File: src/rtl/wb_mtimer.sv
// -----------------------------------------------------------------------------
// wb_mtimer -- RISC-V machine timer (mtime / mtimecmp) as a Wishbone classic
// slave. Its irq_timer output feeds the core's timer interrupt input.
//
// Only adr[4:2] is decoded; the interconnect owns the base address and the
// window size.
//
// Register map (byte offset):
//   0x00 MTIME_LO     RW
//   0x04 MTIME_HI     RW
//   0x08 MTIMECMP_LO  RW
//   0x0C MTIMECMP_HI  RW
//   0x10 CTRL         RW  bit0 = EN, other bits read 0
//   other offsets     read 0, writes ignored, still acked
//
// Parameters:
//   PRESCALE  clk cycles per mtime increment, 1..65536
//   CMP_RST   reset value of mtimecmp (all-ones: no interrupt after reset)
//
// Optional feature (compile-time macro WB_MTIMER_SNAPSHOT_EN):
//   A read of MTIME_LO latches mtime[63:32] into a shadow register, and reads
//   of MTIME_HI return that shadow. This gives tear-free lo-then-hi reads. A
//   write to MTIME_HI also loads the shadow. Without the macro, MTIME_HI
//   reads the live counter and no shadow register exists.
//
// Ports:
//   clk        system clock
//   rst        synchronous, active-high reset
//   wb_adr     word address bits [4:2]
//   wb_dat_i   write data
//   wb_sel     byte enables for writes
//   wb_we      write enable
//   wb_cyc     bus cycle
//   wb_stb     strobe
//   wb_ack     acknowledge
//   wb_err     error, tied 0
//   wb_dat_o   read data, zero whenever wb_ack is low
//   irq_timer  level interrupt, registered: en && (mtime >= mtimecmp)
//
// Handshake: a request is cyc&stb while ack is low. ack is registered and
// rises the cycle after the request. It stays high for exactly one cycle, so
// back-to-back requests are acked every second cycle. A write commits on the
// ack cycle, using the address, data and sel held during that cycle.
// -----------------------------------------------------------------------------
module wb_mtimer #(
  parameter int unsigned PRESCALE = 1,
  parameter logic [63:0] CMP_RST  = '1
) (
  input  logic        clk,
  input  logic        rst,
  input  logic [4:2]  wb_adr,
  input  logic [31:0] wb_dat_i,
  input  logic [3:0]  wb_sel,
  input  logic        wb_we,
  input  logic        wb_cyc,
  input  logic        wb_stb,
  output logic        wb_ack,
  output logic        wb_err,
  output logic [31:0] wb_dat_o,
  output logic        irq_timer
);

  localparam int unsigned PW = (PRESCALE > 1) ? $clog2(PRESCALE) : 1;
  localparam logic [PW-1:0] PS_MAX = PW'(PRESCALE - 1);

  localparam logic [2:0] A_MTIME_LO = 3'd0;
  localparam logic [2:0] A_MTIME_HI = 3'd1;
  localparam logic [2:0] A_CMP_LO   = 3'd2;
  localparam logic [2:0] A_CMP_HI   = 3'd3;
  localparam logic [2:0] A_CTRL     = 3'd4;

  logic [63:0]   mtime, mtime_inc, mtime_nxt;
  logic [63:0]   mtimecmp, mtimecmp_nxt;
  logic          en, en_nxt;
  logic [PW-1:0] ps_cnt, ps_cnt_nxt;
  logic          tick;
  logic          wb_req, wr_commit;
  logic [31:0]   rd_data;
  logic [31:0]   mtime_hi_rd;

  // Replace only the bytes selected by be.
  function automatic logic [31:0] merge_bytes(input logic [31:0] old_v,
                                              input logic [31:0] new_v,
                                              input logic [3:0]  be);
    logic [31:0] r;
    for (int i = 0; i < 4; i++) begin
      r[8*i +: 8] = be[i] ? new_v[8*i +: 8] : old_v[8*i +: 8];
    end
    return r;
  endfunction

  assign wb_err    = 1'b0;
  assign wb_req    = wb_cyc && wb_stb && !wb_ack;
  assign wr_commit = wb_cyc && wb_stb && wb_ack && wb_we;

  // The prescaler holds its value while disabled, so re-enabling the timer
  // resumes the interval where it stopped.
  assign tick      = en && (ps_cnt == PS_MAX);
  assign mtime_inc = tick ? mtime + 64'd1 : mtime;

  always_comb begin
    ps_cnt_nxt   = ps_cnt;
    mtime_nxt    = mtime_inc;
    mtimecmp_nxt = mtimecmp;
    en_nxt       = en;
    if (en) begin
      ps_cnt_nxt = tick ? '0 : ps_cnt + PW'(1);
    end
    // Writes are merged over the incremented value. On a tick cycle, the
    // unwritten bytes still advance. A half-word write never carries into
    // the other half.
    if (wr_commit) begin
      case (wb_adr)
        A_MTIME_LO: mtime_nxt[31:0]     = merge_bytes(mtime_inc[31:0], wb_dat_i, wb_sel);
        A_MTIME_HI: mtime_nxt[63:32]    = merge_bytes(mtime_inc[63:32], wb_dat_i, wb_sel);
        A_CMP_LO:   mtimecmp_nxt[31:0]  = merge_bytes(mtimecmp[31:0], wb_dat_i, wb_sel);
        A_CMP_HI:   mtimecmp_nxt[63:32] = merge_bytes(mtimecmp[63:32], wb_dat_i, wb_sel);
        A_CTRL:     if (wb_sel[0]) en_nxt = wb_dat_i[0];
        default:    ;
      endcase
    end
  end

`ifdef WB_MTIMER_SNAPSHOT_EN
  logic [31:0] mtime_hi_shadow;

  // The shadow is loaded in the same cycle that MTIME_LO read data is
  // captured, so a lo-then-hi pair returns one coherent 64-bit value.
  always_ff @(posedge clk) begin
    if (rst) begin
      mtime_hi_shadow <= '0;
    end else if (wb_req && !wb_we && (wb_adr == A_MTIME_LO)) begin
      mtime_hi_shadow <= mtime[63:32];
    end else if (wr_commit && (wb_adr == A_MTIME_HI)) begin
      mtime_hi_shadow <= mtime_nxt[63:32];
    end
  end

  assign mtime_hi_rd = mtime_hi_shadow;
`else
  assign mtime_hi_rd = mtime[63:32];
`endif

  always_comb begin
    rd_data = '0;
    case (wb_adr)
      A_MTIME_LO: rd_data = mtime[31:0];
      A_MTIME_HI: rd_data = mtime_hi_rd;
      A_CMP_LO:   rd_data = mtimecmp[31:0];
      A_CMP_HI:   rd_data = mtimecmp[63:32];
      A_CTRL:     rd_data = {31'd0, en};
      default:    rd_data = '0;
    endcase
  end

  always_ff @(posedge clk) begin
    if (rst) begin
      mtime     <= '0;
      mtimecmp  <= CMP_RST;
      en        <= 1'b1;
      ps_cnt    <= '0;
      wb_ack    <= 1'b0;
      wb_dat_o  <= '0;
      irq_timer <= 1'b0;
    end else begin
      mtime     <= mtime_nxt;
      mtimecmp  <= mtimecmp_nxt;
      en        <= en_nxt;
      ps_cnt    <= ps_cnt_nxt;
      wb_ack    <= wb_req;
      // Read data is captured with the request, so it is present only
      // during the ack cycle and is zero otherwise.
      wb_dat_o  <= wb_req ? rd_data : '0;
      // Registered compare: the interrupt reflects the previous cycle's state.
      irq_timer <= en && (mtime >= mtimecmp);
    end
  end

endmodule

File: config.mk
export PLATFORM = sky130hd
export DESIGN_NAME = wb_mtimer
export DESIGN_NICKNAME = d
export VERILOG_FILES = /design/src/rtl/wb_mtimer.sv
export SDC_FILE = /design/constraint.sdc
export NUM_CORES = 1
export LEC_CHECK = 0
export BUFFER_PORTS_ARGS = -buffer_cell sky130_fd_sc_hd__buf_4
export CORE_MARGIN = 2
export CORE_UTILIZATION = 23
export CTS_BUF_LIST = sky130_fd_sc_hd__clkbuf_8
export DETAILED_ROUTE_END_ITERATION = 12
export PLACE_DENSITY = 0.47
export SETUP_SLACK_MARGIN = 0.2
export SKIP_CTS_REPAIR_TIMING = 1
export SYNTH_ARGS = -nofsm -noshare
export SYNTH_HDL_FRONTEND = slang
export SYNTH_SLANG_ARGS = --single-unit
export TNS_END_PERCENT = 10
File: constraint.sdc
create_clock -name clk -period 3.3 [get_ports clk]
set_input_delay 0.66 -clock clk [delete_from_list [all_inputs] [get_ports clk]]
set_output_delay 0.66 -clock clk [all_outputs]
set_load 0.005 [all_outputs]
# [Yosys cells after proc, flatten, opt, wreduce, memory -nomap -nowiden]
# Cells that the tools add are included.
[op_classes] n_addsub=2 n_lt_le_gt_ge=1 eq_ne=4 muxes=14 bitwise_logic=2 n_reduce_logical=18
[op_table] cell="case mux 32 bit (5 select lines)" count=1
[op_table] cell="2-to-1 mux 64 bit" count=2
[op_table] cell="adder 64 x 1 -> 64 bit, second input constant" count=1
[op_table] cell="greater-or-equal comparator 64 bit" count=1
[op_table] cell="2-to-1 mux 32 bit" count=2
[op_table] cell="2-to-1 mux 8 bit" count=8
[op_table] cell="AND reduction 3 bit" count=9
[op_table] cell="equality test 3 x 2 -> 1 bit, second input constant" count=2
[op_table] cell="logical AND 1 bit" count=6
[op_table] cell="equality test 3 x 1 -> 1 bit, second input constant" count=1
[op_table] cell="equality test 3 bit, second input constant" count=1
[op_table] cell="logical NOT 3 bit" count=1
[op_table] cell="NOT 1 bit" count=2
[op_table] cell="OR reduction 2 bit" count=1
[op_table] cell="adder 1 bit, second input constant" count=1
[op_table] cell="logical NOT 1 bit" count=1
[op_table] cell="2-to-1 mux 1 bit" count=1
[word_totals] regBits=164 input_bits=44 output_inout_bits=35 word_cells=55

# [Longest topological paths before layout]
[depth] depth_word=6 depth_mapped=9 ltp_nobuf=8

# [Worst setup path before layout]
# Ideal clock, no wire load.
[synth_path] path_kind="in2reg" from="input port wb_adr[2] in the netlist's numbering" to="register mtimecmp[52]" setup_time_ns=0.141 t_arrival_ns=2.105 setup_slack_ns=1.054 cell_stages=8 path_buffers=4 cell_sequence="clkbuf_1 > nor2b_1 > and2_1 > clkbuf_1 > and3_1 > clkbuf_1 > clkbuf_1 > o211ai_1"
[synth_between] elab_chain_len=2
[synth_rtl] element="from (decl)" line_no="51" text="input logic [4:2] wb_adr,"
[synth_rtl] element="equality test 3 x 2 -> 1 bit" line_no="113" text="case (wb_adr)"
[synth_rtl] element="AND reduction 3 bit (no source line)"
[synth_rtl] element="to (signal assigned)" line_no="167" text="mtimecmp <= mtimecmp_nxt;"
[synth_rtl] element="to (decl)" line_no="73" text="logic [63:0] mtimecmp, mtimecmp_nxt;"
# No other way between the ends.
# A chain may end at the register's enable or synchronous reset.

# [Final worst setup path]
[layout_path] from="register en" to="register mtime[63]"
[layout_between] elab_chain_len=5
[layout_rtl] element="from (decl)" line_no="74" text="logic en, en_nxt;"
[layout_rtl] element="from (signal assigned)" line_no="168" text="en <= en_nxt;"
[layout_rtl] element="logical AND 1 bit (*)" line_no="98" text="assign tick = en && (ps_cnt == PS_MAX);"
[layout_rtl] element="2-to-1 mux 64 bit (*)" line_no="99" text="assign mtime_inc = tick ? mtime + 64'd1 : mtime;"
[layout_rtl] element="2-to-1 mux 8 bit" line_no="87" text="r[8*i +: 8] = be[i] ? new_v[8*i +: 8] : old_v[8*i +: 8];"
[layout_rtl] element="2-to-1 mux 32 bit" line_no="113"
[layout_rtl] element="2-to-1 mux 64 bit (*)" line_no="112" text="if (wr_commit) begin"
[layout_rtl] element="to (signal assigned)" line_no="166" text="mtime <= mtime_nxt;"
[layout_rtl] element="to (decl)" line_no="72" text="logic [63:0] mtime, mtime_inc, mtime_nxt;"
# Every way passes the cells marked *; elsewhere a longest branch is shown, timed or not.

==> qor.csv <==
metric;value;unit
grt total ovfl;0;
Sum Neg Setup Slack;0;ns
Switching Share;27.4;%
Port Buffers;77;
Met3 Wirelength;1.22;mm
CP Max Fanout;9;
Final Non-Filler Cells;1626;
Synth async-reset ratio;0;%
crit path time final;2.59;ns
CTS tree;built;
Setup-failing EPs final;0;
placed insts;1594;
syn_nets;1148;
routed len/inst;17.5;um
CP arrival;2.97;ns
Slew HR;48.8;%
Synth Register Bits;164;
Slew Viols, Final;0;
clock network fraction of design power;40.6;%
H-Tree Depth;4;
DRT Pass-1 Iters;5;
die area;0.0396;mm^2
Vias;7760;
Core Area;0.0376;mm^2
commonest non-fill, non-tap cell in the layout;dfxtp_1;
Initial Utilization;23.3;%
most used cell, CP;or3_1;
hpwl dp;21.0;mm
worst hold start;wb_stb;
worst r2r dst;mtime[63];
CP bufs+invs;0;
post-synth top area cell;dfxtp_1;
post-layout util;27.5;%
M1 wire length;14.2;mm
clk buf depth;2;
worst hold stages;3;
Worst path max stage delay;0.54;ns
Worst Slack Setup Final;0.709;ns
Pleak;4.41;nW
Clock Pin Slew Worst Setup and Hold Paths;0.11;ns
# rows;71;
Vias/cell;4.77;
Routed WL;28.5;mm
clock sink total;164;
most area-consuming cells after synthesis;dfxtp_1 (38%), ha_1 (9.3%), a211oi_1 (5.8%), o211ai_1 (5.6%), a22oi_1 (5.5%);
status;complete, no violations;
Worst Skew;0.0187;ns
most frequent cells in the layout;dfxtp_1 (164), buf_4 (109), nand2_1 (108);
Area Growth Syn to Fin;18.3;%
sequential power share;53.4;%
Hold Path Class;input pin to register;
max layer used;met4;
number of buffers created by CTS;17;
initial DRC count;447;
worst slew pin tran;0.761;ns
crit path kind;register to register;
CP cell instances;nand3b_1 > or3_1 > nor4_4 > nand2_2 > or3_1 > a311oi_1;
num ports;79;
max cap viols;0;
Critical Path RT;3.68;ns
Hold Path Sink;wb_ack;
register-to-register path setup slack;0.71;ns
initial antenna violation count;0;
pin count of the biggest net entering global routing;41;
top_reg_cell synth;dfxtp_1;
Comb power frac;6.0;%
GRT Overall Usage;14.9;%
Mapped Cells;1039;
family with the most delay on the worst path;simple AND/OR/NAND/NOR gates;
RSZ-0062 raised after global routing;no;
Worst-Skew Late Latency;0.48;ns
dpl ws;0.740;ns
Crit Reg-Reg Startpoint;en;
syn_area_per_cell;8.41;um^2
first-pass GRT wire length;44.8;mm
# nets final;1211;
Die H;199;um
CP Capture Type;register;
ant diodes;0;
Switch Pwr;1.02;mW
fmax;0.386;GHz
Die Span X;199;um
ANT nets after route;0;
CP max-delay cell;or3_1;
Residual DRC;0;
Power Density;362;mW/mm^2
Reg2Reg Depth;6;
routability cong.;0.758;
Post-synth EDFFs;0;
vias in the first global route;7512;
Post-Syn Area;0.00874;mm^2
peak supply drop;0.000234;V
Tot Pwr;3.74;mW
Internal Power;2.71;mW
fin crit share;78.5;%
fillers;4089;
synth warn;0;
routed length on met2;12.8;mm
clk root buf;clkbuf_8;
post-synthesis cell type count;43;
layout cell share with drive strength beyond 1;13.5;%
Synth top area share;37.6;%
register area share after synthesis;37.6;%
Critical Path Source Type;register;
endpoints failing hold;0;
## Yosys cell counts, types with 3 or more instances
master and number:
a211oi_1 67, a21oi_1 55, a22oi_1 64, and2_1 7, and3_1 19, and4_1 14, buf_4 5, clkbuf_1 59
dfxtp_1 164, ha_1 65, inv_1 72, nand2_1 108, nand2b_1 3, nand3_1 28, nand4_1 29, nor2_1 87
nor2b_1 4, nor3_1 13, nor4_1 3, o211ai_1 65, o21ai_0 18, xnor2_1 21, xor2_1 41
## worst max-delay path by stage
stage	slack, ns	end	startpoint	depth (start not counted)
2_1_floorplan	1.05	mtimecmp[52]	wb_adr[2]	8
4_1_cts	0.69	mtime[63]	en	6
6_report	0.71	mtime[63]	en	6
5_1_grt	0.41	mtime[37]	en	7
3_5_place_dp	0.74	mtime[57]	en	7
3_3_place_gp	0.76	mtime[57]	mtime[17]	7
## per-stage QoR
| step | area [um^2] | hold slack (ns) |
|---|---|---|
| after floorplan | 8740 | 0.458 |
| after global placement | 9940 | 0.454 |
| after detailed placement | 9940 | 0.464 |
| after CTS | 10300 | 0.414 |
| after global routing | 10300 | 0.419 |
| final | 10300 | 0.443 |
## worst reg2reg max path: stages (launching register included)
cell and delay, ns:
dfxtp_1 0.46, nand3b_1 0.20, or3_1 0.54, nor4_4 0.53
nand2_2 0.14, or3_1 0.36, a311oi_1 0.26
## sequential cells by signal, summed over array words and instances, names as in the netlist
name       flops
en             1
irq_timer      1
mtime         64
mtimecmp      64
ps_cnt         1
wb_ack         1
wb_dat_o      32
## cell families after synthesis
| kind of cell | Yosys count | synth area share, % |
|---|---|---|
| flip-flops | 164 | 37.6 |
| AND/OR/NAND/NOR | 329 | 18.5 |
| XOR/XNOR | 62 | 6.22 |
| other | 1 | 0.0429 |
| adder cells (fa/ha/maj) | 65 | 9.31 |
| AO/OA/AOI/OAI | 279 | 22.0 |
| buffers and inverters | 137 | 6.11 |
| multiplexers | 2 | 0.229 |
## routing by layer
metal	global-route usage (%)	vias up
met5	0	-
met4	3.04	0
met3	2.70	17
met2	23.2	141
met1	21.3	3723
li1	-	3879
## power by group through the flow
stage          Combinational [mW]  Clock, mW  Sequential (mW)
2_1_floorplan              0.0935          0             2.04
3_3_place_gp                0.228          0             2.04
3_5_place_dp                0.226          0             2.04
4_1_cts                     0.227       1.57             2.00
5_1_grt                     0.245       1.66             2.00
6_report                    0.225       1.52             2.00
## final cells by class
| type | instances | area [um^2] | share of cell area (%) |
|---|---|---|---|
| clock buffer | 18 | 248 | 2.40 |
| multi-input combinational | 738 | 4930 | 47.7 |
| inverter | 72 | 270 | 2.62 |
| sequential | 164 | 3280 | 31.8 |
| timing repair buffer | 109 | 818 | 7.92 |
| clock inverter | 14 | 141 | 1.37 |
| tap | 511 | 639 | 6.19 |
Power figures use the tool's default switching activity.
